--- src/rtl/row_feeder.sv ---
// row_feeder: drains the raster-order pixel FIFO into the three row FIFOs
// that feed the 3x3 window stage. Writes are staggered by row so that one
// pop from each row FIFO yields a vertically aligned 3-pixel column.
// Emits a one-cycle frame_done pulse after the final pixel of each frame.
module row_feeder #(
  parameter int IMG_HEIGHT = 720,
  parameter int IMG_WIDTH  = 540
) (
  input  logic       clock,
  input  logic       reset,
  output logic       in_rd_en,
  input  logic       in_empty,
  input  logic [7:0] in_dout,
  output logic       row_1_wr_en,
  input  logic       row_1_full,
  output logic [7:0] row_1_din,
  output logic       row_2_wr_en,
  input  logic       row_2_full,
  output logic [7:0] row_2_din,
  output logic       row_3_wr_en,
  input  logic       row_3_full,
  output logic [7:0] row_3_din,
  output logic       frame_done
);

  // Counter widths; clamp to one bit so a single-column image still elaborates
  localparam int CW = (IMG_WIDTH  > 1) ? $clog2(IMG_WIDTH)  : 1;
  localparam int RW = (IMG_HEIGHT > 1) ? $clog2(IMG_HEIGHT) : 1;

  localparam logic [CW-1:0] COL_LAST = CW'(IMG_WIDTH - 1);
  localparam logic [RW-1:0] ROW_LAST = RW'(IMG_HEIGHT - 1);
  localparam logic [RW-1:0] ROW_T1   = RW'(IMG_HEIGHT - 3);
  localparam logic [RW-1:0] ROW_T2   = RW'(IMG_HEIGHT - 2);
  localparam logic [RW-1:0] ROW_T3   = RW'(2);

  typedef enum logic [1:0] {
    ST_STREAM = 2'd0,
    ST_DONE   = 2'd1
  } state_t;

  state_t        r_state;
  state_t        w_state_nxt;
  logic [CW-1:0] r_col;
  logic [RW-1:0] r_row;

  logic w_t1;
  logic w_t2;
  logic w_t3;
  logic w_blocked;
  logic w_xfer;
  logic w_col_last;
  logic w_last_pix;

  // Target mask and transfer qualification from the registered row position
  always_comb begin
    w_t1       = (r_row <= ROW_T1);
    w_t2       = (r_row != '0) && (r_row <= ROW_T2);
    w_t3       = (r_row >= ROW_T3);
    // only a full FIFO that this pixel targets may hold the pixel back
    w_blocked  = (w_t1 && row_1_full) || (w_t2 && row_2_full) || (w_t3 && row_3_full);
    // reset gates the transfer so outputs stay quiet while reset is held
    w_xfer     = reset && (r_state == ST_STREAM) && !in_empty && !w_blocked;
    w_col_last = (r_col == COL_LAST);
    w_last_pix = w_col_last && (r_row == ROW_LAST);
  end

  // Raster position counters, advanced once per transferred pixel
  always_ff @(posedge clock) begin
    if (!reset) begin
      r_col <= '0;
      r_row <= '0;
    end else if (w_xfer) begin
      if (w_col_last) begin
        r_col <= '0;
        if (r_row == ROW_LAST) r_row <= '0;
        else                   r_row <= r_row + RW'(1);
      end else begin
        r_col <= r_col + CW'(1);
      end
    end
  end

  // State register
  always_ff @(posedge clock) begin
    if (!reset) r_state <= ST_STREAM;
    else        r_state <= w_state_nxt;
  end

  // Next-state logic: one DONE bubble after the final pixel of a frame
  always_comb begin
    w_state_nxt = ST_STREAM;
    case (r_state)
      ST_STREAM: if (w_xfer && w_last_pix) w_state_nxt = ST_DONE;
      ST_DONE:   w_state_nxt = ST_STREAM;
      default:   w_state_nxt = ST_STREAM;
    endcase
  end

  // Output decode: zero-latency pass-through of the head pixel to targeted FIFOs
  always_comb begin
    in_rd_en    = 1'b0;
    row_1_wr_en = 1'b0;
    row_2_wr_en = 1'b0;
    row_3_wr_en = 1'b0;
    row_1_din   = '0;
    row_2_din   = '0;
    row_3_din   = '0;
    frame_done  = 1'b0;
    case (r_state)
      ST_STREAM: begin
        if (w_xfer) begin
          in_rd_en    = 1'b1;
          row_1_wr_en = w_t1;
          row_2_wr_en = w_t2;
          row_3_wr_en = w_t3;
          row_1_din   = w_t1 ? in_dout : '0;
          row_2_din   = w_t2 ? in_dout : '0;
          row_3_din   = w_t3 ? in_dout : '0;
        end
      end
      ST_DONE:  frame_done = reset;
      default:  frame_done = 1'b0;
    endcase
  end

endmodule

--- config.mk ---
export PLATFORM = sky130hd
export DESIGN_NAME = row_feeder
export DESIGN_NICKNAME = d
export VERILOG_FILES = /design/src/rtl/row_feeder.sv
export SDC_FILE = /design/constraint.sdc
export NUM_CORES = 1
export LEC_CHECK = 0
export BUFFER_PORTS_ARGS = -buffer_cell sky130_fd_sc_hd__buf_2
export CORE_MARGIN = 2
export CORE_UTILIZATION = 35
export CTS_CLUSTER_SIZE = 28
export DETAILED_ROUTE_END_ITERATION = 7
export SLEW_MARGIN = 5
export SYNTH_ARGS = -nofsm -noshare
export SYNTH_HDL_FRONTEND = slang
export SYNTH_SLANG_ARGS = --single-unit
export TNS_END_PERCENT = 20
--- constraint.sdc ---
create_clock -name clock -period 3.4 [get_ports clock]
set_input_delay 0.34 -clock clock [delete_from_list [all_inputs] [get_ports clock]]
set_output_delay 0.34 -clock clock [all_outputs]
set_load 0.01 [all_outputs]
After elaboration in Yosys (flattened, before gate mapping):

Index checks and enable logic that the tools add are counted.

* logic and storage cells: 49
* RAM bits: 0
* memories kept: 0
* input bits: 14
* register bits after elaboration: 22
* memory bits (read-only): 0
* bits in latches: 0
* output and inout port bits: 29

* muxes and demuxes: 21
* shift operators: 0
* eq/ne operators: 3
* bitwise gates (word level): 0
* reductions and logical operators: 17
* order comparisons: 3
* div/mod/pow operators: 0
* add/sub/neg operators: 2
* $mul: 0

Operator list (count)
* $mux W8: 9
* $add A10 B1 Y10 const B: 2
* $eq A10 B10 Y1 const B: 2
* $le A10 B10 Y1 const B: 2
* $mux W10: 2
* $ge A10 B2 Y1 const B: 1
* $mux W1: 10
* $reduce_bool A10 Y1: 1
* $logic_and A1 B1 Y1: 9
* $reduce_and A2 Y1: 2
* $eq A2 B1 Y1 const B: 1
* $logic_not A1 Y1: 2
* $logic_not A2 Y1: 1
* $logic_or A1 B1 Y1: 2

Longest topological paths before layout:

* depth in word-level cells: 9
* mapped depth: 8
* gate-level depth less buffers: 8

Least setup slack after synthesis:

OpenSTA, ideal clock, no wires.

* path type: register to output
* start point: register r_row[5]
* end point: output port row_2_din[0]
* cell stages (with the launch flop): 8
* setup slack: 0.673 ns
* data arrival time: 2.387 ns
* cells stage by stage: dfxtp_1 buf_6 or4b_4 or3_1 a22oi_4 o211ai_1 nor3_1 and2_1

* longest elaborated chain between the ends: 9
* elaborated cells between the ends (all ways): 15

RTL lines
* from (decl): RTL line 44 `logic [RW-1:0] r_row;`
* from (signal assigned): RTL line 76 `else r_row <= r_row + RW'(1);`
* $le A10 B10 Y1 / $reduce_bool A10 Y1 (equally long branches): RTL line 57 `w_t2 = (r_row != '0) && (r_row <= ROW_T2);`
* $logic_and A1 B1 Y1: RTL line 57
* $logic_and A1 B1 Y1: RTL line 60 `w_blocked = (w_t1 && row_1_full) || (w_t2 && row_2_full) || (w_t3 && row_3_full);`
* $logic_or A1 B1 Y1 (2 in series): RTL line 60
* $logic_not A1 Y1: RTL line 62 `w_xfer = reset && (r_state == ST_STREAM) && !in_empty && !w_blocked;`
* $logic_and A1 B1 Y1: RTL line 62
* $mux W8 (*): RTL line 111 `if (w_xfer) begin`
* $mux W8 (*): RTL line 109 `case (r_state)`
* to (decl): RTL line 19 `output logic [7:0] row_2_din,`

Every way passes the cells marked *; elsewhere a longest branch is shown, timed or not.

Worst setup path in the final report:

* start point: register r_row[5]
* end point: output port row_1_din[5]

* longest elaborated chain between the ends: 9
* elaborated cells between the ends (all ways): 15

RTL lines
* $le A10 B10 Y1 / $reduce_bool A10 Y1 (equally long branches): RTL line 57
* $logic_and A1 B1 Y1: RTL line 57
* $logic_and A1 B1 Y1: RTL line 60
* $logic_or A1 B1 Y1 (2 in series): RTL line 60
* $logic_not A1 Y1: RTL line 62
* $logic_and A1 B1 Y1: RTL line 62
* $mux W8 (*): RTL line 111
* $mux W8 (*): RTL line 109
* to (decl): RTL line 16 `output logic [7:0] row_1_din,`

Marks and branches as above.

==> flow_summary_export.csv <==
group,metric,value,unit
run_status,outcome,"finished, final reports clean",
detailed_routing,ant_nets,0,
critical_path,cpPeakStageDelay,560,ps
floorplan,die_h,68.81,um
critical_path,r2r-start,"r_row[5]",
clock_tree,cts_hold_buf,0,
grt,grt.overflow.total,0,
timing,finClkSkew,2.765,ps
floorplan,dieArea,4735,um^2
detailed_routing,drt_pre_antenna_iters,4,
clock_tree,cts_tree,"yes",
clock_tree,cts.sinks,21,
power,p_per_area,253.9,nW/um^2
critical_path,worstPathArrival,2760,ps
min_path,min_path_cells,3,
floorplan,io_pins,43,
detailed_routing,via_count,1517,
grt,antenna_found_initial,0,
power,power_leakage,0.0007410,uW
synthesis,synthTopCellsByArea,"dfxtp_1, and2_1, ha_1, o21ai_0, nand2_1",
timing,fin_crit_sh,0.9125,
final_layout,final_nets,248,
clock_tree,clockBufferDepth,2,
synthesis,yosysMostFrequentCell,"and2_1",
synthesis,synth_seq_cells,21,
synthesis,ys.flop_type,"dfxtp_1",
critical_path,crit_type,"reg -> out",
critical_path,worst_r2r_endpoint,"r_col[8]",
synthesis,ys_types,44,
final_layout,final_layout_size_suffix_gt1_frac,0.2555,
final_layout,antenna_cells,0,
critical_path,cp_num_buf_inv,1,
critical_path,rrSetupSlack,600,ps
min_path,hold_path.class,"in -> reg",
grt,grt_pass1_wl,6.210,mm
final_layout,fillers,418,
placed_design,numPortBuffers,42,
final_layout,area_growth,20.94,%
timing,relSlewSlack,0.5759,
timing,final_hold_viol_count,0,
critical_path,cp-end-kind,"output port",
synthesis,synth_top_area_share,0.2860,
timing,fmaxAchievable,322.3,MHz
run,max-cap-violations,0,
timing,slew_viol_final,0,
floorplan,core-area,4029,um^2
clock_tree,clk_latency,260,ps
synthesis,syn_nets,206,
placed_design,gp_congestion,0.7707,
grt,grt_use_total,0.1695,
synthesis,syn_area,1470,um^2
detailed_routing,viasPerCell,5.477,
placed_design,dp_hpwl,2.817,mm
synthesis,ys_seq_area_frac,0.2860,
critical_path,crit_fanout,10,
grt,grt_max_degree,16,
clock_tree,h-tree-depth,1,
clock_tree,cts_buffers,3,
critical_path,rr_worst_depth,7,
clock_tree,cts_root_buf,"clkbuf_8",
timing,final.setup.tns,0,ps
floorplan,initial_core_util,0.3649,
floorplan,rows,23,
critical_path,slowest_stage,"or4b_4",
synthesis,synth_top_cell_by_area,"dfxtp_1",
synthesis,syn_inst,186,
grt,grt_pass1_vias,1337,
timing,setup_viol,0,
critical_path,cp-start-kind,"flop",
clock_tree,cts.reportedPaths.clkPinSlew,80,ps
critical_path,worst_ep_required_time,3060,ps
detailed_routing,drc,0,
min_path,worstHoldStart,"reset",
synthesis,synth_edf_count,0,
synthesis,yosys_warnings,0,
timing,rsz0062_at_grt,"false",
critical_path,crit_family,"simple AND/OR/NAND/NOR gates",
detailed_routing,routed_wl,3.803,mm
floorplan,die_w,68.81,um
synthesis,ys_top_cells_by_count,"and2_1, dfxtp_1, nand2_1, o21ai_0, a21oi_1",
power,ir_drop,0.1782,mV
detailed_routing,drt-initial-drc-count,58,
timing,min_period,3102,ps
critical_path,cp_cell_sequence,"or4b_4 -> or3_1 -> a22o_1 -> a31oi_1 -> nor3b_2 -> and2_1 -> buf_2",
min_path,hold_end,"r_state[0]",
detailed_routing,wl_per_cell,13.73,um
synthesis,async_reset_ff_frac,0,
timing,hold_ws,390.9,ps
synthesis,avgSynthCellArea,7.904,um^2
timing,worst_pin_slew,631.3,ps
-- cell families after synthesis --
family | after synthesis | share of synthesized area
and+or+nand+nor | 91 | 0.3600
AOI/OAI and AO/OA | 51 | 0.2451
DFF | 21 | 0.2860
buffers and inverters | 15 | 0.04425
adders and majority gates | 6 | 0.05106
muxes | 2 | 0.01362
-- cell type report --
type | count | area (um^2) | share of cell area
Inverter | 7 | 26.28 | 0.01478
Clock inverter | 1 | 5.005 | 0.002815
Multi-Input combinational cell | 150 | 989.7 | 0.5566
Sequential cell | 21 | 420.4 | 0.2365
Tap cell | 50 | 62.56 | 0.03519
Timing Repair Buffer | 45 | 232.7 | 0.1309
Clock buffer | 3 | 41.29 | 0.02322
-- worst min-delay path, stage by stage --
cell      delay (ps)
buf_2            120
nand2b_1          90
nor3_1            60
-- worst max path at each step --
stage | startpoint | end | depth (start not counted) | slack, ps
final | r_row[5] | row_1_din[5] | 7 | 300
after global routing | r_row[5] | row_1_din[5] | 7 | 60
after CTS | r_row[5] | row_2_din[6] | 7 | 240
after detailed placement | r_row[5] | row_2_din[6] | 7 | 530
after global placement | r_row[5] | row_1_din[7] | 7 | 590
after floorplan | r_row[5] | row_2_din[0] | 7 | 670
-- through the flow --
| stage | setup WS [ps] | cells | area [um^2] | total power (uW) | util |
|---|---|---|---|---|---|
| finish | 297.5 | 277 | 1778 | 451.4 | 0.4413 |
| global route | 64.85 | 277 | 1778 | 470.7 | 0.4413 |
| CTS | 241.8 | 277 | 1773 | 457.6 | 0.4401 |
| detailed placement | 534.2 | 273 | 1727 | 290.8 | 0.4286 |
| global placement | 593.8 | 273 | 1727 | 290.7 | 0.4286 |
| floorplan | 672.7 | 186 | 1470 | 270.7 | - |
-- metal layers --
layer / track usage / vias to the layer above / wire length (um)
li1: - / 784 / -
met1: 0.2192 / 670 / 1803
met2: 0.2981 / 61 / 1713
met3: 0.01948 / 2 / 269
met4: 0.04412 / 0 / 17
met5: 0 / - / 0
-- registers in the layout, indices dropped and copies added, names as in the netlist --
name and count:
r_col 10, r_row 10, r_state 1
-- timing repair --
item                       4_1_cts  5_1_grt
setup endpoints to repair        0        4
gates resized for setup          0        1
setup buffers                    0        0
-- power breakdown --
| group | switching (uW) | leakage [uW] | total [uW] | internal (uW) |
|---|---|---|---|---|
| Clock | 84.9 | 0.0000255 | 167 | 81.7 |
| Sequential | 0.685 | 0.000169 | 247 | 246 |
| Combinational | 23.2 | 0.000546 | 37.7 | 14.6 |
| Total | 109 | 0.000741 | 451 | 343 |
-- cells in the final DEF (no fill, tap or decap), drive strengths merged, types with 5 or more instances in the layout --
| cell type | n |
|---|---|
| a21oi | 9 |
| and2 | 25 |
| buf | 45 |
| dfxtp | 21 |
| ha | 6 |
| inv | 7 |
| nand2 | 15 |
| nand3 | 8 |
| nand4 | 5 |
| nor2 | 8 |
| nor3 | 7 |
| o211ai | 7 |
| o21ai | 12 |
| or3 | 5 |
| or4 | 5 |
(Power assumes the default switching activity.)
